[src/rtl/pulse_meas_pkg.sv]
// Shared definitions for the pulse_meas slice: FSM state encoding and default widths.
package pulse_meas_pkg;

    localparam int PM_W_DEFAULT = 16;

    typedef enum logic [1:0] {
        IDLE = 2'b00,
        HIGH = 2'b01,
        LOW  = 2'b10
    } pm_state_t;

endpackage

[src/rtl/pulse_meas_edge_sync.sv]
// Two-flop synchroniser plus history flop for an asynchronous trigger line;
// emits single-cycle rise/fall strobes two clocks after the edge is sampled.
module edge_sync (
    input  logic CLK,
    input  logic RESET_N,
    input  logic sig_in,
    output logic rise,
    output logic fall
);

    logic s0, s1, s2;

    always_ff @(posedge CLK or negedge RESET_N) begin
        if (!RESET_N) begin
            s0 <= 1'b0;
            s1 <= 1'b0;
            s2 <= 1'b0;
        end else begin
            s0 <= sig_in;
            s1 <= s0;
            s2 <= s1;
        end
    end

    assign rise = s1 & ~s2;
    assign fall = ~s1 & s2;

endmodule

[src/rtl/pulse_meas.sv]
// Measures high time and rising-to-rising period of an asynchronous pulse train.
// Optional period watchdog enabled by defining PULSE_MEAS_TIMEOUT_EN.
module pulse_meas
    import pulse_meas_pkg::*;
#(
    parameter int W       = PM_W_DEFAULT,
    parameter int TIMEOUT = 1000
) (
    input  logic         CLK,
    input  logic         RESET_N,
    input  logic         sig_in,
    input  logic         clr,
    output logic         meas_valid,
    input  logic         meas_ready,
    output logic [W-1:0] high_cnt,
    output logic [W-1:0] period_cnt,
    output logic         ovf,
    output logic         timeout,
    output logic         busy
);

    localparam logic [W-1:0] CNT_MAX = '1;

    logic         rise, fall;
    pm_state_t    state_q, state_d;
    logic [W-1:0] hc_q, hc_d, pc_q, pc_d;
    logic         capture;
    logic         tmo_hit;

    function automatic logic [W-1:0] sat_inc(input logic [W-1:0] v);
        return (v == CNT_MAX) ? v : v + 1'b1;
    endfunction

    edge_sync u_edge_sync (
        .CLK     (CLK),
        .RESET_N (RESET_N),
        .sig_in  (sig_in),
        .rise    (rise),
        .fall    (fall)
    );

`ifdef PULSE_MEAS_TIMEOUT_EN
    localparam logic [W-1:0] TMO_LIM = W'(TIMEOUT);
    // A closing rise in the same cycle wins over the watchdog.
    assign tmo_hit = (state_q != IDLE) && (pc_q == TMO_LIM) && !((state_q == LOW) && rise);
`else
    logic unused_timeout_cfg;
    assign unused_timeout_cfg = ^W'(TIMEOUT);
    assign tmo_hit = 1'b0;
`endif

    always_comb begin
        state_d = state_q;
        hc_d    = hc_q;
        pc_d    = pc_q;
        capture = 1'b0;
        if (clr) begin
            state_d = IDLE;
            hc_d    = '0;
            pc_d    = '0;
        end else if (tmo_hit) begin
            state_d = IDLE;
        end else begin
            case (state_q)
                IDLE: if (rise) begin
                    state_d = HIGH;
                    hc_d    = W'(1);
                    pc_d    = W'(1);
                end
                HIGH: begin
                    pc_d = sat_inc(pc_q);
                    if (fall) state_d = LOW;
                    else      hc_d    = sat_inc(hc_q);
                end
                LOW: if (rise) begin
                    capture = 1'b1;
                    state_d = HIGH;
                    hc_d    = W'(1);
                    pc_d    = W'(1);
                end else begin
                    pc_d = sat_inc(pc_q);
                end
                default: state_d = IDLE;
            endcase
        end
    end

    always_ff @(posedge CLK or negedge RESET_N) begin
        if (!RESET_N) begin
            state_q    <= IDLE;
            hc_q       <= '0;
            pc_q       <= '0;
            meas_valid <= 1'b0;
            high_cnt   <= '0;
            period_cnt <= '0;
            ovf        <= 1'b0;
            timeout    <= 1'b0;
        end else begin
            state_q <= state_d;
            hc_q    <= hc_d;
            pc_q    <= pc_d;
            if (clr) begin
                meas_valid <= 1'b0;
                ovf        <= 1'b0;
                timeout    <= 1'b0;
            end else begin
                // A capture may coincide with the consumer taking the old result.
                if (capture && (!meas_valid || meas_ready)) begin
                    high_cnt   <= hc_q;
                    period_cnt <= pc_q;
                    meas_valid <= 1'b1;
                end else begin
                    if (capture)                 ovf        <= 1'b1;
                    if (meas_valid && meas_ready) meas_valid <= 1'b0;
                end
                if (tmo_hit) timeout <= 1'b1;
            end
        end
    end

    assign busy = (state_q != IDLE);

endmodule

[config.mk]
export PLATFORM = sky130hd
export DESIGN_NAME = pulse_meas
export DESIGN_NICKNAME = d
export VERILOG_FILES = /design/src/rtl/pulse_meas_pkg.sv /design/src/rtl/pulse_meas_edge_sync.sv /design/src/rtl/pulse_meas.sv
export SDC_FILE = /design/constraint.sdc
export NUM_CORES = 1
export LEC_CHECK = 0
export CORE_ASPECT_RATIO = 0.75
export CORE_MARGIN = 5
export CORE_UTILIZATION = 50
export CTS_CLUSTER_SIZE = 40
export DETAILED_ROUTE_END_ITERATION = 6
export GPL_ROUTABILITY_DRIVEN = 0
export PLACE_DENSITY = 0.74
export SLEW_MARGIN = 20
export SYNTH_ARGS = -nofsm -noshare
export SYNTH_HDL_FRONTEND = slang
export SYNTH_HIERARCHICAL = 1
export SYNTH_SLANG_ARGS = --single-unit
export TNS_END_PERCENT = 5
[constraint.sdc]
create_clock -name CLK -period 3.73 [get_ports CLK]
set_input_delay 0.746 -clock CLK [delete_from_list [all_inputs] [get_ports CLK]]
set_output_delay 0.746 -clock CLK [all_outputs]
set_load 0.01 [all_outputs]
==> flow_metrics.py <==
metrics = {
    "synthesis": {
        "async_reset_ff_share_pct": 100,
        "synth.avg_cell_area_um2": 11.2,
        "synth_area_leaders": "dfrtp_1 49%, mux2_2 10%, a211oi_1 2.3%, nand2_1 2.2%, nand3_1 2.1%",
        "synthSimpleGateAreaFrac_pct": 17.4,
        "synth_top_area_cell": "dfrtp_1",
        "yosysTopAreaCellShare_pct": 48.9,
        "seq_area_frac_synth_pct": 48.9,
        "synth_enable_flop_cells": 0,
        "synth.mux.area_fraction_pct": 11.3,
        "syn-instance-count": 325,
        "yosysUniqueCellTypes": 59,
        "synth_fp_nets": 335,
        "syn_area_um2": 3630,
        "yosys_warnings": 6,
        "synth_top_family_by_area": "simple AND/OR/NAND/NOR gates",
        "synthAdderAreaFrac_pct": 1.72,
        "synth-main-ff-cell": "dfrtp_1",
        "synth_xor_area_share_pct": 0,
        "ys_seq_elements": 71,
        "synth_compound_area_share_pct": 17.3,
    },
    "setup_path": {
        "worstSetupStartpointType": "input port",
        "crit_arrival_ps": 2790,
        "endpoint_kind": "register",
        "reg2reg_from": "hc_q[0]",
        "rr_worst_depth": 5,
        "critPathKind": "in -> reg",
        "r2r_setup_slack_ps": 1420,
        "r2r-end": "hc_q[0]",
        "worstPathMaxFanout": 13,
        "worstPathRequired_ps": 4030,
    },
    "clock_tree": {
        "clkTransAtPathRegs_ps": 80,
        "root_buffer": "clkbuf_8",
        "htree_levels": 3,
        "cts_setup_buffers": 0,
        "hold_buffers": 0,
        "clockBufferDepth": 2,
        "worstSkewPairLatency_ps": 350,
        "numCtsBuffers": 9,
        "cts_sinks": 71,
        "cts_tree": "done",
        "post_cts_resized": 0,
    },
    "route": {
        "wl_um": 8210,
        "drc": 0,
        "vias": 2852,
        "firstDrtPassIters": 4,
        "post_drt_wl_per_cell_um": 17.5,
        "final_antenna_net_count": 0,
        "viasPerCell": 6.09,
        "drtIter0Drc": 270,
    },
    "placement": {
        "place_area_um2": 4110,
        "place_ws_ps": 896,
        "dpl.hpwl_um": 5580,
        "port_buffers": 39,
    },
    "sta": {
        "fin_crit_sh_pct": 66.6,
        "fin_ws_ps": 1240,
        "holdWs_ps": 358,
        "max_freq_mhz": 402,
        "grt_setup_unrepaired": "false",
        "tightest_slew_ps": 806,
        "setup-tns-final_ps": 0,
        "final_hold_viol_count": 0,
        "fin_crit_ps": 2490,
        "relSlewSlack_pct": 45.9,
        "final_max_slew_viol_count": 0,
        "skew_ps": 9.21,
        "setup_viol": 0,
    },
    "die": {
        "io_pins": 41,
        "die_h_um": 83.8,
        "die_area_um2": 9090,
        "core_um2": 6930,
        "rows": 26,
        "start_util_pct": 52.5,
        "die_w_um": 108,
    },
    "worst_hold_path": {
        "hold_depth": 0,
        "min_to": "u_edge_sync/s1",
        "hp-start": "u_edge_sync/s0",
        "hold_path.class": "reg -> reg",
    },
    "finish": {
        "layout_common_cells": "71 x dfrtp_1, 38 x clkdlybuf4s50_1, 33 x mux2_2",
        "num-nets-final": 375,
        "area_growth_pct": 19.5,
        "num_antenna_cells": 0,
        "final_area_um2": 4340,
        "final_util_pct": 62.7,
        "drive_above_1_share_pct": 20.0,
        "final_common_cell": "dfrtp_1",
    },
    "job": {
        "max-cap-violations": 0,
    },
    "power_and_ir_drop": {
        "pwr-share-comb_pct": 10.7,
        "power_density_nw_per_um2": 402,
        "intPower_mw": 1.30,
        "net-switching-power_uw": 446,
        "seq_power_share_pct": 48.6,
        "swShare_pct": 25.6,
        "clockPowerShare_pct": 40.7,
        "leakage_nw": 1.85,
        "peakVddDrop_mv": 0.225,
    },
    "grt": {
        "grt_max_degree": 34,
        "grt_pass1_wl_um": 14100,
        "antenna_found_initial": 0,
        "grtUsageTotal_pct": 19.4,
        "grt_overflow": 0,
        "first_global_vias": 2809,
    },
    "outcome": {
        "outcome": "complete, no violations",
    },
}
layout make-up:
class / instances / area [µm²]
clock buffer: 11 / 151
multi-input combinational: 229 / 1750
inverter: 8 / 30.0
tap: 98 / 123
sequential: 71 / 1780
timing repair buffer: 46 / 438
fill: 560 / 2580
clock inverter: 5 / 80.1
cell usage after synthesis (5+ instances only):
cell       number
a211oi_1       11
a21oi_1        13
a2bb2oi_1       6
buf_2          10
dfrtp_1        71
ha_1            5
inv_1           8
mux2_2         33
nand2_1        21
nand3_1        15
nand4_1         7
nor2_1          7
nor2b_1         5
nor3_1          7
nor4_1          5
o21ai_0         8
o22a_1          7
o31ai_1         5
or4_1           8
logic make-up after synthesis:
group	Yosys count
AO/OA/AOI/OAI	84
adder cells (fa/ha/maj)	5
buffers and inverters	25
flip-flops	71
multiplexers	37
other	1
AND/OR/NAND/NOR	102
routing by layer:
metal	GRT usage, %	vias up	share of wire (%)
li1	-	1336	-
met4	6.77	0	1.0
met3	5.03	9	5.3
met1	30.3	1425	51
met2	25.3	82	42
met5	0	-	0
how the worst max path moves through the flow:
stage	start	to	slack, ps	cells after the start
floorplan	state_q[0]	pc_q[12]	1710	9
global placement	clr	hc_q[9]	970	6
detailed placement	clr	hc_q[9]	900	6
CTS	state_q[0]	busy	1240	4
global route	clr	hc_q[9]	1130	6
finish	clr	hc_q[9]	1240	6
registers in the layout, indices dropped and copies added, names as in the netlist, 2 cells and up:
register,flops
hc_q,16
high_cnt,16
pc_q,16
period_cnt,16
state_q,2
through the flow:
stage | std cells | power, mW
3_3_place_gp | 452 | 1.04
5_1_grt | 468 | 1.82
2_1_floorplan | 325 | 0.968
6_report | 468 | 1.75
3_5_place_dp | 452 | 1.05
4_1_cts | 468 | 1.76
worst max-delay path, stage by stage:
cell and delay, ps:
clkdlybuf4s50_1 610, nor3_1 260, buf_4 220, nand2b_1 300
a2111oi_0 460, o22a_1 180
power groups by stage:
stage               registers, mW  clock network, mW  logic, mW
floorplan                   0.852                  0      0.116
global placement            0.859                  0      0.182
detailed placement          0.862                  0      0.185
CTS                         0.847              0.722      0.188
global route                0.854              0.758      0.205
finish                      0.849              0.710      0.186
Power figures use the tool's default switching activity.
